[config.mk]
export PLATFORM = sky130hd
export DESIGN_NAME = conv2x2_stream
export DESIGN_NICKNAME = d
export VERILOG_FILES = /design/src/rtl/conv_pkg.sv /design/src/rtl/conv2x2_line_buf.sv /design/src/rtl/conv2x2_stream.sv
export SDC_FILE = /design/constraint.sdc
export NUM_CORES = 1
export LEC_CHECK = 0
export BUFFER_PORTS_ARGS = -buffer_cell sky130_fd_sc_hd__buf_2
export CAP_MARGIN = 10
export CELL_PAD_IN_SITES_DETAIL_PLACEMENT = 2
export CELL_PAD_IN_SITES_GLOBAL_PLACEMENT = 2
export CORE_UTILIZATION = 40
export CTS_BUF_LIST = sky130_fd_sc_hd__clkbuf_8 sky130_fd_sc_hd__clkbuf_16
export DETAILED_ROUTE_END_ITERATION = 7
export PLACE_DENSITY_LB_ADDON = 0.12
export SLEW_MARGIN = 5
export SYNTH_ARGS = -nofsm -noshare
export SYNTH_HDL_FRONTEND = slang
export SYNTH_SLANG_ARGS = --single-unit
[constraint.sdc]
create_clock -name CLK -period 9.7 [get_ports CLK]
set_input_delay 1.94 -clock CLK [delete_from_list [all_inputs] [get_ports CLK]]
set_output_delay 1.94 -clock CLK [all_outputs]
set_load 0.01 [all_outputs]
[src/rtl/conv_pkg.sv]
// conv_pkg -- shared types and helpers for the conv2x2_stream engine.
//   state_e        : frame-control FSM states
//   KERN_INIT_DEF  : default reset kernel, packed {K3,K2,K1,K0}
//   conv_out_w()   : signed window-result width for given pixel/coef widths
package conv_pkg;

  typedef enum logic [1:0] {
    IDLE  = 2'd0,
    RUN   = 2'd1,
    FLUSH = 2'd2,
    DONE  = 2'd3
  } state_e;

  localparam logic [15:0] KERN_INIT_DEF = 16'h2222;

  // Each product of an unsigned pixel and signed coefficient fits in
  // PIX_W+COEF_W signed bits; summing four adds two more.
  function automatic int conv_out_w(input int pix_w, input int coef_w);
    return pix_w + coef_w + 2;
  endfunction

endpackage

[src/rtl/conv2x2_line_buf.sv]
// conv2x2_line_buf -- DEPTH-entry pixel shift buffer for the 2x2 window.
// Shifts one entry per enabled cycle. With DEPTH equal to the frame width,
// before the pixel at (r,c) is shifted in:
//   prev_o    : pixel (r, c-1)     -- bottom-left of the window
//   tap_c_o   : pixel (r-1, c)     -- top-right of the window
//   tap_cm1_o : pixel (r-1, c-1)   -- top-left of the window
// Ports: clk_i, rst_ni (async active-low), en_i, din_i[W], prev_o, tap_c_o, tap_cm1_o.
module conv2x2_line_buf #(
  parameter int unsigned DEPTH = 4,
  parameter int unsigned W     = 4
) (
  input  logic         clk_i,
  input  logic         rst_ni,
  input  logic         en_i,
  input  logic [W-1:0] din_i,
  output logic [W-1:0] prev_o,
  output logic [W-1:0] tap_c_o,
  output logic [W-1:0] tap_cm1_o
);

  logic [W-1:0] sr_q [DEPTH];
  // One stage beyond the line: holds the entry that just fell off the end,
  // which is the top-left pixel of the next window.
  logic [W-1:0] tail_q;

  always_ff @(posedge clk_i or negedge rst_ni) begin
    if (!rst_ni) begin
      for (int unsigned i = 0; i < DEPTH; i++) sr_q[i] <= '0;
      tail_q <= '0;
    end else if (en_i) begin
      sr_q[0] <= din_i;
      for (int unsigned i = 1; i < DEPTH; i++) sr_q[i] <= sr_q[i-1];
      tail_q <= sr_q[DEPTH-1];
    end
  end

  assign prev_o    = sr_q[0];
  assign tap_c_o   = sr_q[DEPTH-1];
  assign tap_cm1_o = tail_q;

endmodule

[src/rtl/conv2x2_stream.sv]
// conv2x2_stream -- streaming 2x2 (stride 1) convolution over an IMG_H x IMG_W
// raster frame with a runtime-loadable signed kernel and a running frame sum.
// Optional feature: define CONV_RELU_EN to clamp negative window results to 0
// before conv_out and before accumulation.
// Ports:
//   CLK, RSTn (async active-low)
//   start, kern_we/kern_idx/kern_data : control, honoured in IDLE only
//   pix_valid/pix_data/pix_ready      : pixel input handshake (ready in RUN)
//   conv_valid/conv_out/conv_row/conv_col : per-window result strobe (latency 1)
//   sum_out : running signed sum of conv_out, wraps at ACC_W
//   busy    : FSM not IDLE;  done : one-cycle frame-end strobe
module conv2x2_stream
  import conv_pkg::*;
#(
  parameter int PIX_W  = 4,
  parameter int COEF_W = 4,
  parameter int IMG_W  = 4,
  parameter int IMG_H  = 4,
  parameter int ACC_W  = 16,
  parameter logic [4*COEF_W-1:0] KERN_INIT = KERN_INIT_DEF,
  localparam int OUT_W = conv_out_w(PIX_W, COEF_W),
  localparam int ROW_W = $clog2(IMG_H),
  localparam int COL_W = $clog2(IMG_W)
) (
  input  logic              CLK,
  input  logic              RSTn,
  input  logic              start,
  input  logic              kern_we,
  input  logic [1:0]        kern_idx,
  input  logic [COEF_W-1:0] kern_data,
  input  logic              pix_valid,
  input  logic [PIX_W-1:0]  pix_data,
  output logic              pix_ready,
  output logic              conv_valid,
  output logic [OUT_W-1:0]  conv_out,
  output logic [ROW_W-1:0]  conv_row,
  output logic [COL_W-1:0]  conv_col,
  output logic [ACC_W-1:0]  sum_out,
  output logic              busy,
  output logic              done
);

  state_e state_q, state_d;

  logic [ROW_W-1:0]         row_q, row_d;
  logic [COL_W-1:0]         col_q, col_d;
  logic signed [COEF_W-1:0] kern_q [4];
  logic signed [COEF_W-1:0] kern_d [4];
  logic                     conv_valid_q, conv_valid_d;
  logic signed [OUT_W-1:0]  conv_out_q, conv_out_d;
  logic [ROW_W-1:0]         conv_row_q, conv_row_d;
  logic [COL_W-1:0]         conv_col_q, conv_col_d;
  logic signed [ACC_W-1:0]  sum_q, sum_d;

  logic                     accept, last_pix, win_ok, col_last, row_last;
  logic [PIX_W-1:0]         px_tl, px_tr, px_bl;
  logic signed [OUT_W-1:0]  conv_raw, conv_res;

  // ---------------------------------------------------------------- FSM
  always_ff @(posedge CLK or negedge RSTn) begin
    if (!RSTn) state_q <= IDLE;
    else       state_q <= state_d;
  end

  always_comb begin
    state_d = state_q;
    unique case (state_q)
      IDLE:    if (start) state_d = RUN;
      RUN:     if (accept && last_pix) state_d = FLUSH;
      FLUSH:   state_d = DONE;
      DONE:    state_d = IDLE;
      default: state_d = IDLE;
    endcase
  end

  always_comb begin
    pix_ready = (state_q == RUN);
    busy      = (state_q != IDLE);
    done      = (state_q == DONE);
  end

  // ---------------------------------------------------------------- window
  assign accept   = pix_valid & pix_ready;
  assign col_last = (col_q == COL_W'(IMG_W - 1));
  assign row_last = (row_q == ROW_W'(IMG_H - 1));
  assign last_pix = row_last & col_last;
  assign win_ok   = (row_q != '0) && (col_q != '0);

  conv2x2_line_buf #(
    .DEPTH (IMG_W),
    .W     (PIX_W)
  ) u_line_buf (
    .clk_i     (CLK),
    .rst_ni    (RSTn),
    .en_i      (accept),
    .din_i     (pix_data),
    .prev_o    (px_bl),
    .tap_c_o   (px_tr),
    .tap_cm1_o (px_tl)
  );

  // Pixels are zero-extended to signed before multiplying; all operands are
  // widened to OUT_W, which holds the full-precision result.
  always_comb begin
    conv_raw = OUT_W'($signed({1'b0, px_tl}))    * OUT_W'(kern_q[0])
             + OUT_W'($signed({1'b0, px_tr}))    * OUT_W'(kern_q[1])
             + OUT_W'($signed({1'b0, px_bl}))    * OUT_W'(kern_q[2])
             + OUT_W'($signed({1'b0, pix_data})) * OUT_W'(kern_q[3]);
  end

`ifdef CONV_RELU_EN
  assign conv_res = conv_raw[OUT_W-1] ? '0 : conv_raw;
`else
  assign conv_res = conv_raw;
`endif

  // ---------------------------------------------------------------- datapath
  always_comb begin
    row_d        = row_q;
    col_d        = col_q;
    kern_d       = kern_q;
    conv_valid_d = 1'b0;
    conv_out_d   = conv_out_q;
    conv_row_d   = conv_row_q;
    conv_col_d   = conv_col_q;
    sum_d        = sum_q;

    if (state_q == IDLE) begin
      if (kern_we) kern_d[kern_idx] = kern_data;
      if (start) begin
        sum_d = '0;
        row_d = '0;
        col_d = '0;
      end
    end

    if (accept) begin
      if (col_last) begin
        col_d = '0;
        row_d = row_last ? '0 : row_q + 1'b1;
      end else begin
        col_d = col_q + 1'b1;
      end
      if (win_ok) begin
        conv_valid_d = 1'b1;
        conv_out_d   = conv_res;
        conv_row_d   = row_q - 1'b1;
        conv_col_d   = col_q - 1'b1;
        sum_d        = sum_q + ACC_W'(conv_res);
      end
    end
  end

  always_ff @(posedge CLK or negedge RSTn) begin
    if (!RSTn) begin
      row_q        <= '0;
      col_q        <= '0;
      for (int unsigned i = 0; i < 4; i++) kern_q[i] <= KERN_INIT[i*COEF_W +: COEF_W];
      conv_valid_q <= 1'b0;
      conv_out_q   <= '0;
      conv_row_q   <= '0;
      conv_col_q   <= '0;
      sum_q        <= '0;
    end else begin
      row_q        <= row_d;
      col_q        <= col_d;
      kern_q       <= kern_d;
      conv_valid_q <= conv_valid_d;
      conv_out_q   <= conv_out_d;
      conv_row_q   <= conv_row_d;
      conv_col_q   <= conv_col_d;
      sum_q        <= sum_d;
    end
  end

  assign conv_valid = conv_valid_q;
  assign conv_out   = conv_out_q;
  assign conv_row   = conv_row_q;
  assign conv_col   = conv_col_q;
  assign sum_out    = sum_q;

endmodule

==> summary.txt <==
Critical path
  – CP Class: input pin to flip-flop
  – Slowest cell on the critical path: fa_1
  – CP endpoint kind: flip-flop
  – Critical path launch point type: input pin
  – Critical path arrival: approximately 8900 ps
  – Critical Path Most Common Cell: fa_1
  – Worst path max stage delay: 540 ps
  – Required time worst endpoint: 9970 ps
  – Crit-path max FO: 10

Timing
  – Final setup fails: 0
  – Tmin final: 8650 ps
  – Final max-slew violation count: 0
  – Final Cycle Share: around 90%
  – Fin Clk Skew: 11.9 ps
  – Fin. Hold Viols: 0
  – Post-route setup TNS: 0 ps
  – RSZ-0062 raised after global routing: false
  – F_max: 116 MHz
  – Worst slew pin tran: 1110 ps
  – Relative slew slack: between 20% and 30%

Clocking
  – Resized cells post-CTS: 0
  – Root buf cell: clkbuf_16
  – Clock Path Buffers: 2
  – Setup bufs post-CTS: 0
  – Reg clk slew, reported paths: 60 ps
  – Hold Buf Count CTS: 0
  – Worst-skew pair later-pin latency: 350 ps
  – CTS tree: built
  – Clock Sinks: 73
  – Htree depth: 3
  – CTS Buf Count: 9

Final layout
  – Most frequent cells in the layout: 95 x inv_1, 69 x ha_1, 69 x dfrtp_1
  – Share of layout cells above drive strength 1: 16.2%
  – Commonest non-fill, non-tap cell in the layout: inv_1
  – N_diodes: 0
  – Final #Nets: 823
  – Area growth syn-to-layout: 12.7%

Die
  – Die area: 16400 sq um
  – Die Span Y: 128 um
  – FP Rows: 45
  – Die X-Extent: 128 um
  – Core ar.: 15300 sq um
  – I/O pin cnt: 49
  – Initial core utilization: 41.4%

Synth
  – Ys flop type: dfrtp_1
  – Post-synthesis cell area: 6340 sq um
  – Library cells used by synthesis: 48
  – Register bit total from synthesis: between 70 and 80
  – Sequential area share after synthesis: a little under 30%
  – Syn avg cell area: 10.1 sq um
  – Yosys warning count: 0
  – Synth async-reset ratio: 100%
  – Syn_nets: 773
  – Post-synth EDFFs: 0
  – Cell count after synthesis: 629

Drt
  – Vias per cell: 5.14
  – Drt total wl: 17.9 mm
  – Avg WL per Cell: 20.0 um
  – Via count: about 4600
  – Initial DRC Count: 97
  – Drt first pass iters: 4
  – Routed Antenna Nets: 0
  – Drt drc: 0

Placed design
  – GPL Wtd Cong: 0.825
  – IO buf count: between 40 and 50
  – Detailed Place HPWL: around 14 mm

Status
  – Outcome: finished, final reports clean

Hold path
  – Min-Delay Path Class: flip-flop to flip-flop

Run
  – Max-cap viol count: 0

Global routing
  – Largest net degree at the start of global routing: 74
  – First-pass GRT wire length: between 20 and 30 mm
  – GR Util All Layers: 24.3%
  – Vias in the first global route: 5417
  – Initial antenna violation count: 0
  – Overflow after GRT: 0
==> logic make-up (layout without fill, tap and decap cells) <==
family	after synthesis	count (layout)	synth area share, %
xor+xnor	27	27	3.73
compound gates	87	87	8.57
simple gates	166	166	12.7
flops	73	73	28.9
mux	41	41	7.27
buf+inv	106	161	6.28
fa+ha+maj	129	129	32.6
==> cell type report <==
class                   instances  area [sq um]
clock buffers                  10           239
inverters                      96           360
fillers                      1652          8170
repair buffers                 49           250
flip-flops and latches         73          1830
multi-input cells             450          4110
clock inverters                 6          90.1
well taps                     211           264
==> flip-flops by register name, summed over array words and instances, names as in the netlist <==
name / count
row_q: 2
conv_row: 2
u_line_buf.tap_c_o: 4
col_q: 2
conv_out: 10
kern_q: 16
u_line_buf.prev_o: 4
u_line_buf.sr_q: 8
state_q: 2
u_line_buf.tap_cm1_o: 4
sum_out: 16
conv_valid: 1
conv_col: 2
==> through the flow <==
| step | instance area, sq um | utilization (%) | setup slack (ps) | instances | hold WS (ps) |
|---|---|---|---|---|---|
| 3_3_place_gp | 6810 | 44.5 | 939 | 879 | 456 |
| 4_1_cts | 7140 | 46.6 | 1020 | 895 | 474 |
| 5_1_grt | 7140 | 46.6 | 692 | 895 | 505 |
| 6_report | 7140 | 46.6 | 1050 | 895 | 473 |
| 3_5_place_dp | 6810 | 44.5 | 699 | 879 | 457 |
| 2_1_floorplan | 6340 | - | 1470 | 629 | 475 |
==> metal layers <==
metal,GRT usage [%],vias up,routed length [um]
met2,43.6,50,9220
met1,30.9,2380,8110
met4,6.09,0,276
li1,-,2151,-
met5,0,-,0
met3,3.21,21,288
==> Yosys cell counts (4+ instances only) <==
cell	number	area (sq um)
inv_1	95	357
dfrtp_1	69	1730
ha_1	69	863
fa_1	60	1200
nand2_1	57	214
mux2_2	40	450
and2_1	33	206
o21ai_0	27	135
nor2_1	26	97.6
nand3_1	24	120
a21oi_1	19	95.1
xnor2_1	14	123
xor2_1	13	114
a21o_1	7	52.6
clkbuf_1	7	26.3
a211oi_1	6	45.0
nor3_1	6	30.0
o21a_1	5	37.5
o31ai_1	5	37.5
dfstp_2	4	105
==> final timing paths <==
| kind | start | to | slack (ps) | cells after the start |
|---|---|---|---|---|
| setup / recovery | pix_data[2] | sum_out[15] | 1050 | 26 |
| setup reg to reg | kern_q[11] | sum_out[15] | 1920 | 24 |
| min in group asynchronous | RSTn | conv_out[1] | 1720 | 1 |
| hold / removal | conv_out[5] | conv_out[5] | 470 | 2 |
| max in group asynchronous | RSTn | kern_q[0] | 7290 | 1 |
| hold reg to reg | conv_out[5] | conv_out[5] | 470 | 2 |
==> worst max-delay path, delay by kind of cell <==
family                   cells  cell delay, ps
adder cells (fa/ha/maj)      8            3830
AO/OA/AOI/OAI                7            1230
AND/OR/NAND/NOR              6            1570
buffers and inverters        5             360
Power is not shown: default switching activity piles up to over one toggle a cycle in this logic, so the estimate is an artifact.
